`src/rtl/plru_victim_select.sv`:
```
// Per-set tree pseudo-LRU victim selector with registered, fully pipelined responses.
// Optional macro CLEAN_PREF_EN: prefer the lowest clean way over a dirty PLRU leaf.
module plru_victim_select #(
  parameter int WAYS = 4,
  parameter int SETS = 8
) (
  input  logic                    clk,
  input  logic                    reset,
  input  logic                    access_valid,
  input  logic [$clog2(SETS)-1:0] access_set,
  input  logic [$clog2(WAYS)-1:0] access_way,
  input  logic                    clear_set,
  input  logic                    victim_req,
  input  logic [$clog2(SETS)-1:0] victim_set,
  input  logic [WAYS-1:0]         valid_vec,
  input  logic [WAYS-1:0]         dirty_vec,
  output logic                    victim_valid,
  output logic [$clog2(WAYS)-1:0] victim_way,
  output logic                    victim_dirty,
  output logic [$clog2(SETS)-1:0] victim_set_out
);

  localparam int WW = $clog2(WAYS);
  localparam int NB = WAYS - 1;

  logic [NB-1:0] plru_q [SETS];

  // Heap-ordered tree: the node at level l covering leaf w is (2^l - 1) + (w >> (WW - l)).
  function automatic logic [NB-1:0] touch(input logic [NB-1:0] bits, input logic [WW-1:0] way);
    logic [NB-1:0] r;
    r = bits;
    for (int l = 0; l < WW; l++) begin
      for (int p = 0; p < (1 << l); p++) begin
        if ((int'(way) >> (WW - l)) == p)
          r[(1 << l) - 1 + p] = ~way[WW-1-l];
      end
    end
    return r;
  endfunction

  function automatic logic [WW-1:0] tree_leaf(input logic [NB-1:0] bits);
    logic [WW-1:0] leaf;
    logic          hit;
    leaf = '0;
    for (int w = 0; w < WAYS; w++) begin
      hit = 1'b1;
      for (int l = 0; l < WW; l++) begin
        if (bits[(1 << l) - 1 + (w >> (WW - l))] != w[WW-1-l])
          hit = 1'b0;
      end
      if (hit)
        leaf = WW'(w);
    end
    return leaf;
  endfunction

  // Returns {found, index} of the lowest-index zero bit.
  function automatic logic [WW:0] first_zero(input logic [WAYS-1:0] v);
    logic [WW:0] r;
    r = '0;
    for (int w = WAYS - 1; w >= 0; w--) begin
      if (!v[w])
        r = {1'b1, WW'(w)};
    end
    return r;
  endfunction

  logic [NB-1:0] cur_bits;
  logic [NB-1:0] fwd_bits;
  logic [WW-1:0] leaf;
  logic [WW:0]   inv;
  logic [WW-1:0] sel_way;
  logic          sel_dirty;
`ifdef CLEAN_PREF_EN
  logic [WW:0]   cln;
`endif

  always_comb begin
    cur_bits = plru_q[victim_set];
    if (clear_set && (access_set == victim_set))
      fwd_bits = '0;
    else if (access_valid && (access_set == victim_set))
      fwd_bits = touch(cur_bits, access_way);
    else
      fwd_bits = cur_bits;

    leaf    = tree_leaf(fwd_bits);
    inv     = first_zero(valid_vec);
    sel_way = leaf;
`ifdef CLEAN_PREF_EN
    cln = first_zero(dirty_vec);
    if (inv[WW])
      sel_way = inv[WW-1:0];
    else if (dirty_vec[leaf] && cln[WW])
      sel_way = cln[WW-1:0];
`else
    if (inv[WW])
      sel_way = inv[WW-1:0];
`endif
    sel_dirty = valid_vec[sel_way] & dirty_vec[sel_way];
  end

  always_ff @(posedge clk or posedge reset) begin
    if (reset) begin
      for (int s = 0; s < SETS; s++)
        plru_q[s] <= '0;
      victim_valid   <= 1'b0;
      victim_way     <= '0;
      victim_dirty   <= 1'b0;
      victim_set_out <= '0;
    end else begin
      if (clear_set)
        plru_q[access_set] <= '0;
      else if (access_valid)
        plru_q[access_set] <= touch(plru_q[access_set], access_way);

      victim_valid <= victim_req;
      if (victim_req) begin
        victim_way     <= sel_way;
        victim_dirty   <= sel_dirty;
        victim_set_out <= victim_set;
      end
    end
  end

endmodule

```
`config.mk`:
```
export PLATFORM = sky130hd
export DESIGN_NAME = plru_victim_select
export DESIGN_NICKNAME = d
export VERILOG_FILES = /design/src/rtl/plru_victim_select.sv
export SDC_FILE = /design/constraint.sdc
export NUM_CORES = 1
export LEC_CHECK = 0
export CAP_MARGIN = 20
export CORE_ASPECT_RATIO = 2
export CORE_UTILIZATION = 55
export DETAILED_ROUTE_END_ITERATION = 8
export PLACE_DENSITY = 0.87
export REMOVE_ABC_BUFFERS = 1
export SLEW_MARGIN = 20
export SYNTH_ARGS = -nofsm -noshare
export SYNTH_HDL_FRONTEND = slang
export SYNTH_SLANG_ARGS = --single-unit
```
`constraint.sdc`:
```
create_clock -name clk -period 2.8 [get_ports clk]
set_clock_uncertainty 0.05 [all_clocks]
set_input_delay 0.56 -clock clk [delete_from_list [all_inputs] [get_ports clk]]
set_output_delay 0.56 -clock clk [all_outputs]
set_load 0.1 [all_outputs]
```
==> results.yml, run 1 <==
sta:
  period_share_pct: 92.0
  fin_crit_ns: 2.58
  tightest_slew_ns: 0.459
  drv_slew: 0
  maxSlewHeadroom_pct: 69.4
  setup_viol: 0
  fin_setup_tns_ns: 0
  max_freq_mhz: 388
  rsz0062_at_grt: "false"
  hold_viol: 0
detailed_routing:
  ant_nets: 0
  drt_first_pass_iters: 4
  drt-initial-drc-count: 83
  viasPerCell: 6.76
  vias: 1628
  wl_um: 4990
  drcViolationCount: 0
  wl_per_cell_um: 20.7
critical_path:
  crit_path_end_kind: "flip-flop"
  r2r-end: "victim_dirty"
  cp.required_ns: 2.91
  start_kind: "input port"
  r2r_start: "plru_q[6]"
  r2r_setup_slack_ns: 0.60
  critPathCapture: "victim_dirty"
  rr_worst_depth: 6
  critical_path.max_fanout: 3
  crit_arrival_ns: 2.69
  worstSetupPathType: "in2reg"
  startpoint: "victim_set[0]"
yosys:
  syn_inst: 176
  async_reset_ff_share_pct: 100
  synth-compound-area-share_pct: 18.6
  ys_top_cells_by_count: "31 x dfrtp_1, 23 x nand2_1, 20 x o21ai_0, 13 x nor2_1, 10 x mux2i_1"
  ys_seq_elements: 31
  synth_warnings: 0
  yosysSeqAreaShare_pct: 43.3
  synth_area_leaders: "dfrtp_1 43%, mux4_2 8.8%, mux2i_1 5.6%, o21ai_0 5.6%, nand2_1 4.8%"
  avgSynthCellArea_um2: 10.2
  synth_area_um2: 1790
  synth-edff-count: 0
  yosys.area_share.adder_pct: 0
  netlist.area_leader.share_pct: 43.3
  synth_most_common_cell: "dfrtp_1"
  synth_area_leader_cell: "dfrtp_1"
  synth_top_family_by_area: "compound AO/OA/AOI/OAI gates"
  synth-main-ff-cell: "dfrtp_1"
  synth-simple-area-share_pct: 13.7
  synthXorXnorAreaFrac_pct: 1.47
  muxShareOfSynthArea_pct: 17.7
  yosysUniqueCellTypes: 35
cells_and_area:
  antenna_cells: 0
  areaGrowthSynthToFinish_pct: 22.1
  seq_area_um2: 776
  nets: 230
  design_area_um2: 2190
  multi_input_area_um2: 923
  num-fill-cells: 233
  final_cells: 241
  drive_gt1_share_pct: 19.5
floorplanning:
  coreArea_um2: 3120
  io_pins: 28
  dieHeight_um: 82.7
  start_util_pct: 57.5
  fp.dieW_um: 42.4
  die-area_um2: 3510
  floorplan.rows: 29
cts:
  postCtsSetupBuffers: 0
  htree_num_levels: 2
  numCtsBuffers: 5
  clkSinkCount: 31
  cts_hold_buf: 0
  root_buffer: "clkbuf_8"
  clk_pin_slew_ns: 0.07
  clockBufferDepth: 2
  cts_tree: "yes"
  clk_latency_ns: 0.29
  cts_resized: 0
pwr:
  p_per_area_nw_per_um2: 556
  peakVddDrop_mv: 0.454
  p_leak_nw: 0.973
  power_mw: 1.22
global_route:
  grt_pass1_vias: 1683
  grt_pass1_wl_um: 8040
  grt_max_degree: 32
  track_usage_pct: 32.2
  antenna_found_initial: 0
  grt_overflow: 0
placed_design:
  port_buffers: 27
  dp_hpwl_um: 3840
  dp.cells: 233
  dpl_cell_area_um2: 2100
  place.gp.congestion: 0.955
worst_hold_path:
  hp-class: "reg2reg"
  whs_path_depth: 1
run:
  cap_violations: 0
outcome:
  status: "complete, no violations"
-- routing by layer --
metal	share of wire [%]	track usage, %	up-vias	routed length, um
met5	0	0	-	0
met4	9.4	30.9	0	468
met3	6.2	7.83	43	308
met2	51	54.2	120	2530
met1	34	31.1	752	1680
li1	-	-	713	-
-- layout by cell type, fill, tap and decap left out, drive strengths merged, types with 3 or more instances in the layout --
| master | count |
|---|---|
| buf | 17 |
| a21oi | 6 |
| o21ai | 20 |
| dfrtp | 31 |
| clkinv | 3 |
| clkdlybuf4s50 | 20 |
| a22o | 8 |
| xnor2 | 3 |
| nand2 | 23 |
| clkbuf | 5 |
| nor2 | 13 |
| o31ai | 3 |
| mux2i | 10 |
| inv | 7 |
| nand3 | 4 |
| mux2 | 5 |
| a221oi | 3 |
| mux4 | 7 |
-- where the power goes --
part | switching (mW) | internal [mW] | leakage [nW]
Clock | 0.166 | 0.170 | 0.0477
Combinational | 0.190 | 0.139 | 0.521
Sequential | 0.0515 | 0.502 | 0.404
Total | 0.407 | 0.811 | 0.973
-- cell families after synthesis --
family | after synthesis
xor+xnor | 3
simple gates | 54
mux | 22
flops | 31
buf+inv | 18
compound gates | 48
-- stage by stage --
stage	hold slack [ns]	util, %	setup WS [ns]
2_1_floorplan	0.408	-	0.644
3_3_place_gp	0.436	67.4	0.0467
3_5_place_dp	0.445	67.4	-0.0418
4_1_cts	0.459	70.1	0.261
5_1_grt	0.484	70.1	0.119
6_report	0.461	70.1	0.225
-- layout make-up --
class / count / area share [%]
clock buffer: 5 / 3.14
clock inverter: 3 / 0.686
inverter: 7 / 1.20
multi-input combinational: 127 / 42.2
sequential: 31 / 35.4
tap: 31 / 1.77
timing repair buffer: 37 / 15.6
-- critical path, stage by stage --
cell and delay, ns:
clkdlybuf4s50_1 0.51, mux4_2 0.51, mux2_4 0.31, a221oi_2 0.29
nor2_1 0.08, a311oi_1 0.31, mux2i_1 0.12
-- sequential cells by signal, indices dropped and copies added, names as in the netlist --
register / flops
plru_q: 24
victim_dirty: 1
victim_set_out: 3
victim_valid: 1
victim_way: 2
-- worst min path at each step --
stage                           start                end  slack [ns]
floorplan                  plru_q[18]         plru_q[18]        0.41
global placement            plru_q[9]          plru_q[9]        0.44
detailed placement          plru_q[9]          plru_q[9]        0.45
CTS                         plru_q[9]          plru_q[9]        0.46
global route        victim_set_out[1]  victim_set_out[1]        0.48
finish                  victim_way[1]      victim_way[1]        0.46
Power figures use the tool's default switching activity.
==> run 2: changes to the inputs <==
Settings changed: DONT_BUFFER_PORTS set to 1, PLACE_DENSITY 0.87 to 0.76.
Clock period 2.8 ns to 3.2 ns, I/O delays scaled along.
==> results.yml, run 2 (synthesis results as in run 1) <==
pwr:
  p_leak_nw: 0.814
  peakVddDrop_mv: 0.317
  p_per_area_nw_per_um2: 568
  power_mw: 1.07
sta:
  drv_slew: 0
  maxSlewHeadroom_pct: 38.1
  fin_setup_tns_ns: 0
  tightest_slew_ns: 0.929
  period_share_pct: 66.9
  max_freq_mhz: 467
  fin_crit_ns: 2.14
  setup_viol: 0
  rsz0062_at_grt: "false"
  hold_viol: 0
  setup_ws_ns: 1.06
cts:
  clkSinkCount: 31
  cts_hold_buf: 0
  root_buffer: "clkbuf_8"
  clockBufferDepth: 2
  numCtsBuffers: 5
  htree_num_levels: 2
  clk_latency_ns: 0.28
  postCtsSetupBuffers: 0
  cts_tree: "yes"
  cts_resized: 0
  clk_pin_slew_ns: 0.06
cells_and_area:
  areaGrowthSynthToFinish_pct: 4.54
  nets: 194
  largest_reg_flops: 24
  final_cells: 204
  final_common_cell: "dfrtp_1"
  final_cell_mix: "31 x dfrtp_1, 23 x nand2_1, 20 x o21ai_0"
  reg.largest.list: "plru_q x24, victim_set_out x3, victim_way x2"
  antenna_cells: 0
  drive_gt1_share_pct: 13.3
  post-route-util_pct: 60.1
  regMostFlops: "plru_q"
floorplanning:
  dieHeight_um: 82.7
  fp.dieW_um: 42.4
  floorplan.rows: 29
  die-area_um2: 3510
  coreArea_um2: 3120
  start_util_pct: 57.5
  io_pins: 28
detailed_routing:
  drcViolationCount: 0
  drt-initial-drc-count: 69
  wl_um: 4560
  drt_first_pass_iters: 4
  ant_nets: 0
  wl_per_cell_um: 22.4
  viasPerCell: 7.04
  vias: 1436
placed_design:
  dp_hpwl_um: 3490
  place_ws_ns: 0.840
  place.gp.congestion: 0.839
  dp.cells: 197
  port_buffers: 0
critical_path:
  crit_arrival_ns: 2.25
  cp.required_ns: 3.31
  worstSetupPathType: "reg2reg"
  start_kind: "flip-flop"
  crit_path_end_kind: "flip-flop"
  r2r_start: "plru_q[18]"
  critical_path.max_fanout: 3
  startpoint: "plru_q[18]"
global_route:
  grt_pass1_vias: 1537
  grt_max_degree: 32
  track_usage_pct: 29.4
  grt_overflow: 0
  grt_pass1_wl_um: 7330
  antenna_found_initial: 0
worst_hold_path:
  hp-class: "in2async"
outcome:
  status: "complete, no violations"
run:
  cap_violations: 0
-- run 2: cell types whose count changed in the layout (fill, tap and decap cells not counted), sizes merged --
cell | before | now
buf | 17 | 1
bufinv | 0 | 1
clkbuf | 5 | 6
clkdlybuf4s50 | 20 | 0
clkinv | 3 | 0
-- run 2: critical path: stages, from the launching register on --
cell and delay [ns]:
dfrtp_1 0.42, mux4_2 0.46, mux2_4 0.30, a221oi_2 0.32
nor2_1 0.07, a311oi_1 0.28, mux2i_1 0.12
-- run 2: layout make-up --
type                       instances  area, um^2
clock buffer                       6        72.6
clock inverter                     1        30.0
fill                             255        1250
inverter                           7        26.3
multi-input combinational        127         923
sequential                        31         776
tap                               31        38.8
timing repair buffer               1        7.51
-- run 2: routing by layer --
layer,GRT usage [%],up-vias,wire [um],part of all wire (%)
met2,51.7,90,2390,52
li1,-,637,-,-
met1,26.8,672,1440,32
met4,25.6,0,446,9.8
met5,0,-,0,0
met3,8.26,37,289,6.3
-- run 2: report_power, final --
| part | internal [mW] | switching [mW] | total, mW | leakage, nW |
|---|---|---|---|---|
| registers | 0.438 | 0.104 | 0.543 | 0.404 |
| clock network | 0.228 | 0.137 | 0.365 | 0.0513 |
| logic | 0.0830 | 0.0747 | 0.158 | 0.359 |
-- run 2: final timing paths --
check                               end  cells after the start  slack (ns)
max in group asynchronous    plru_q[19]                      2        2.54
max                        victim_dirty                      6        1.06
min in group clk           victim_valid                      0        0.34
min                           plru_q[7]                      2        0.27
min reg2reg                   plru_q[9]                      1        0.45
max reg2reg                victim_dirty                      6        1.06
-- run 2: through the flow --
| stage | instance area [um^2] | hold slack (ns) |
|---|---|---|
| 2_1_floorplan | 1730 | 0.408 |
| 3_3_place_gp | 1770 | 0.433 |
| 3_5_place_dp | 1770 | 0.438 |
| 4_1_cts | 1870 | 0.283 |
| 5_1_grt | 1870 | 0.314 |
| 6_report | 1870 | 0.271 |
==> run 3: changes to the inputs <==
Clock period 3.2 ns to 2.17 ns, I/O delays scaled along.
==> results.yml, run 3 (synthesis results as in run 1) <==
outcome:
  status: "complete, no violations"
detailed_routing:
  wl_um: 4540
  ant_nets: 0
  drt_first_pass_iters: 4
  vias: 1459
  drt-initial-drc-count: 60
  wl_per_cell_um: 21.3
  viasPerCell: 6.85
  drcViolationCount: 0
global_route:
  grt_max_degree: 32
  grt_overflow: 0
  antenna_found_initial: 0
  use_met2_pct: 50.2
  grt_pass1_wl_um: 6870
  gr-max-usage-layer: "met2"
  track_usage_pct: 27.8
  grt_util_met1_pct: 25.5
  grt_pass1_vias: 1485
  grtUsageMet3_pct: 5.87
sta:
  rsz0062_at_grt: "true"
  maxSlewHeadroom_pct: 38.4
  max_freq_mhz: 477
  tightest_slew_ns: 0.924
  period_share_pct: 96.5
  setup_viol: 0
  hold_viol: 0
  drv_slew: 0
  fin_crit_ns: 2.09
floorplanning:
  dieHeight_um: 82.7
  floorplan.rows: 29
  start_util_pct: 57.5
  io_pins: 28
  die-area_um2: 3510
  fp.dieW_um: 42.4
  coreArea_um2: 3120
pwr:
  p_leak_nw: 0.860
  p_sw_share_pct: 29.3
  peakVddDrop_mv: 0.607
  p_sw_uw: 481
  comb_power_share_pct: 18.5
  p_seq_share_pct: 46.0
  power_mw: 1.64
  p_per_area_nw_per_um2: 834
  clockPowerShare_pct: 35.5
  intPower_mw: 1.16
cells_and_area:
  post-route-util_pct: 63.0
  areaGrowthSynthToFinish_pct: 9.56
  multi_input_area_um2: 938
  antenna_cells: 0
  num-fill-cells: 251
  regMostFlops: "plru_q"
  largest_reg_flops: 24
  drive_gt1_share_pct: 18.7
  reg.largest.list: "plru_q x24, victim_set_out x3, victim_way x2"
  final_cell_mix: "31 x dfrtp_1, 23 x nand2_1, 20 x o21ai_0"
  seq_area_um2: 776
  final_common_cell: "dfrtp_1"
  nets: 202
cts:
  clk_latency_ns: 0.28
  clk_pin_slew_ns: 0.07
  htree_num_levels: 2
  cts_tree: "yes"
  root_buffer: "clkbuf_8"
  cts_hold_buf: 0
  clkSinkCount: 31
  clockBufferDepth: 2
  numCtsBuffers: 5
run:
  cap_violations: 0
critical_path:
  max_stage_delay_ns: 0.47
  worstSetupPathType: "reg2reg"
  crit_slowest_cell: "mux4_2"
  cp.required_ns: 2.28
  crit_arrival_ns: 2.21
  crit_path_end_kind: "flip-flop"
  r2r_setup_slack_ns: 0.08
  start_kind: "flip-flop"
  crit_family: "multiplexers"
  critical_path.max_fanout: 3
  crit_top_cell: "mux2i_1"
  cp_cell_sequence: "mux4_2 > mux2_4 > mux2i_2 > mux2i_1 > a22oi_2 > mux2i_1"
  timing.critical_path.buf_inv: 0
worst_hold_path:
  hp-class: "in2async"
placed_design:
  dp_hpwl_um: 3520
  port_buffers: 0
  place.gp.congestion: 0.819
==> run 3: changes by cell type in the layout (fill, tap and decap cells not counted), sizes merged <==
cell / delta
buf: +8
clkinv: +1
==> run 3: worst paths after layout <==
kind,cells after the start,startpoint,end
max in group asynchronous,2,reset,plru_q[2]
worst max register to register,6,plru_q[6],victim_dirty
worst min register to register,2,plru_q[11],plru_q[11]
worst max-delay path,6,plru_q[6],victim_dirty
worst min-delay path,2,reset,plru_q[7]
min in group clk,0,victim_req,victim_valid
==> run 3: timing repair <==
action,4_1_cts,5_1_grt
hold endpoints to repair,0,0
endpoints found under the setup margin,0,1
resized for setup,0,2
setup buffers,0,1
==> run 3: layout make-up <==
class	count	area share (%)
tap	31	1.97
inverter	7	1.34
multi-input combinational	127	47.8
clock buffer	6	4.20
sequential	31	39.5
clock inverter	2	1.78
timing repair buffer	9	3.44
==> run 3: per-stage QoR <==
step | worst slack, ns | cells | instance area, um^2 | hold WS, ns | setup TNS [ns]
2_1_floorplan | 0.140 | 165 | 1730 | 0.408 | 0
3_3_place_gp | 0.0790 | 204 | 1820 | 0.366 | 0
3_5_place_dp | 0.00405 | 204 | 1820 | 0.370 | 0
4_1_cts | 0.0425 | 212 | 1940 | 0.0623 | 0
5_1_grt | -0.00973 | 213 | 1960 | 0.0969 | -0.00973
6_report | 0.0757 | 213 | 1960 | 0.0548 | 0
==> run 3: power by group through the flow <==
| stage | sequential (mW) | clock, mW | combinational [mW] |
|---|---|---|---|
| floorplan | 0.775 | 0 | 0.193 |
| global placement | 0.757 | 0 | 0.280 |
| CTS | 0.751 | 0.593 | 0.293 |
| detailed placement | 0.761 | 0 | 0.292 |
| finish | 0.754 | 0.582 | 0.303 |
| global route | 0.756 | 0.613 | 0.328 |
==> run 3: metal layers <==
layer | routed length [um] | vias up | part of all wire [%]
li1 | - | 656 | -
met1 | 1450 | 692 | 32
met2 | 2460 | 82 | 54
met3 | 281 | 29 | 6.2
met4 | 349 | 0 | 7.7
met5 | 0 | - | 0
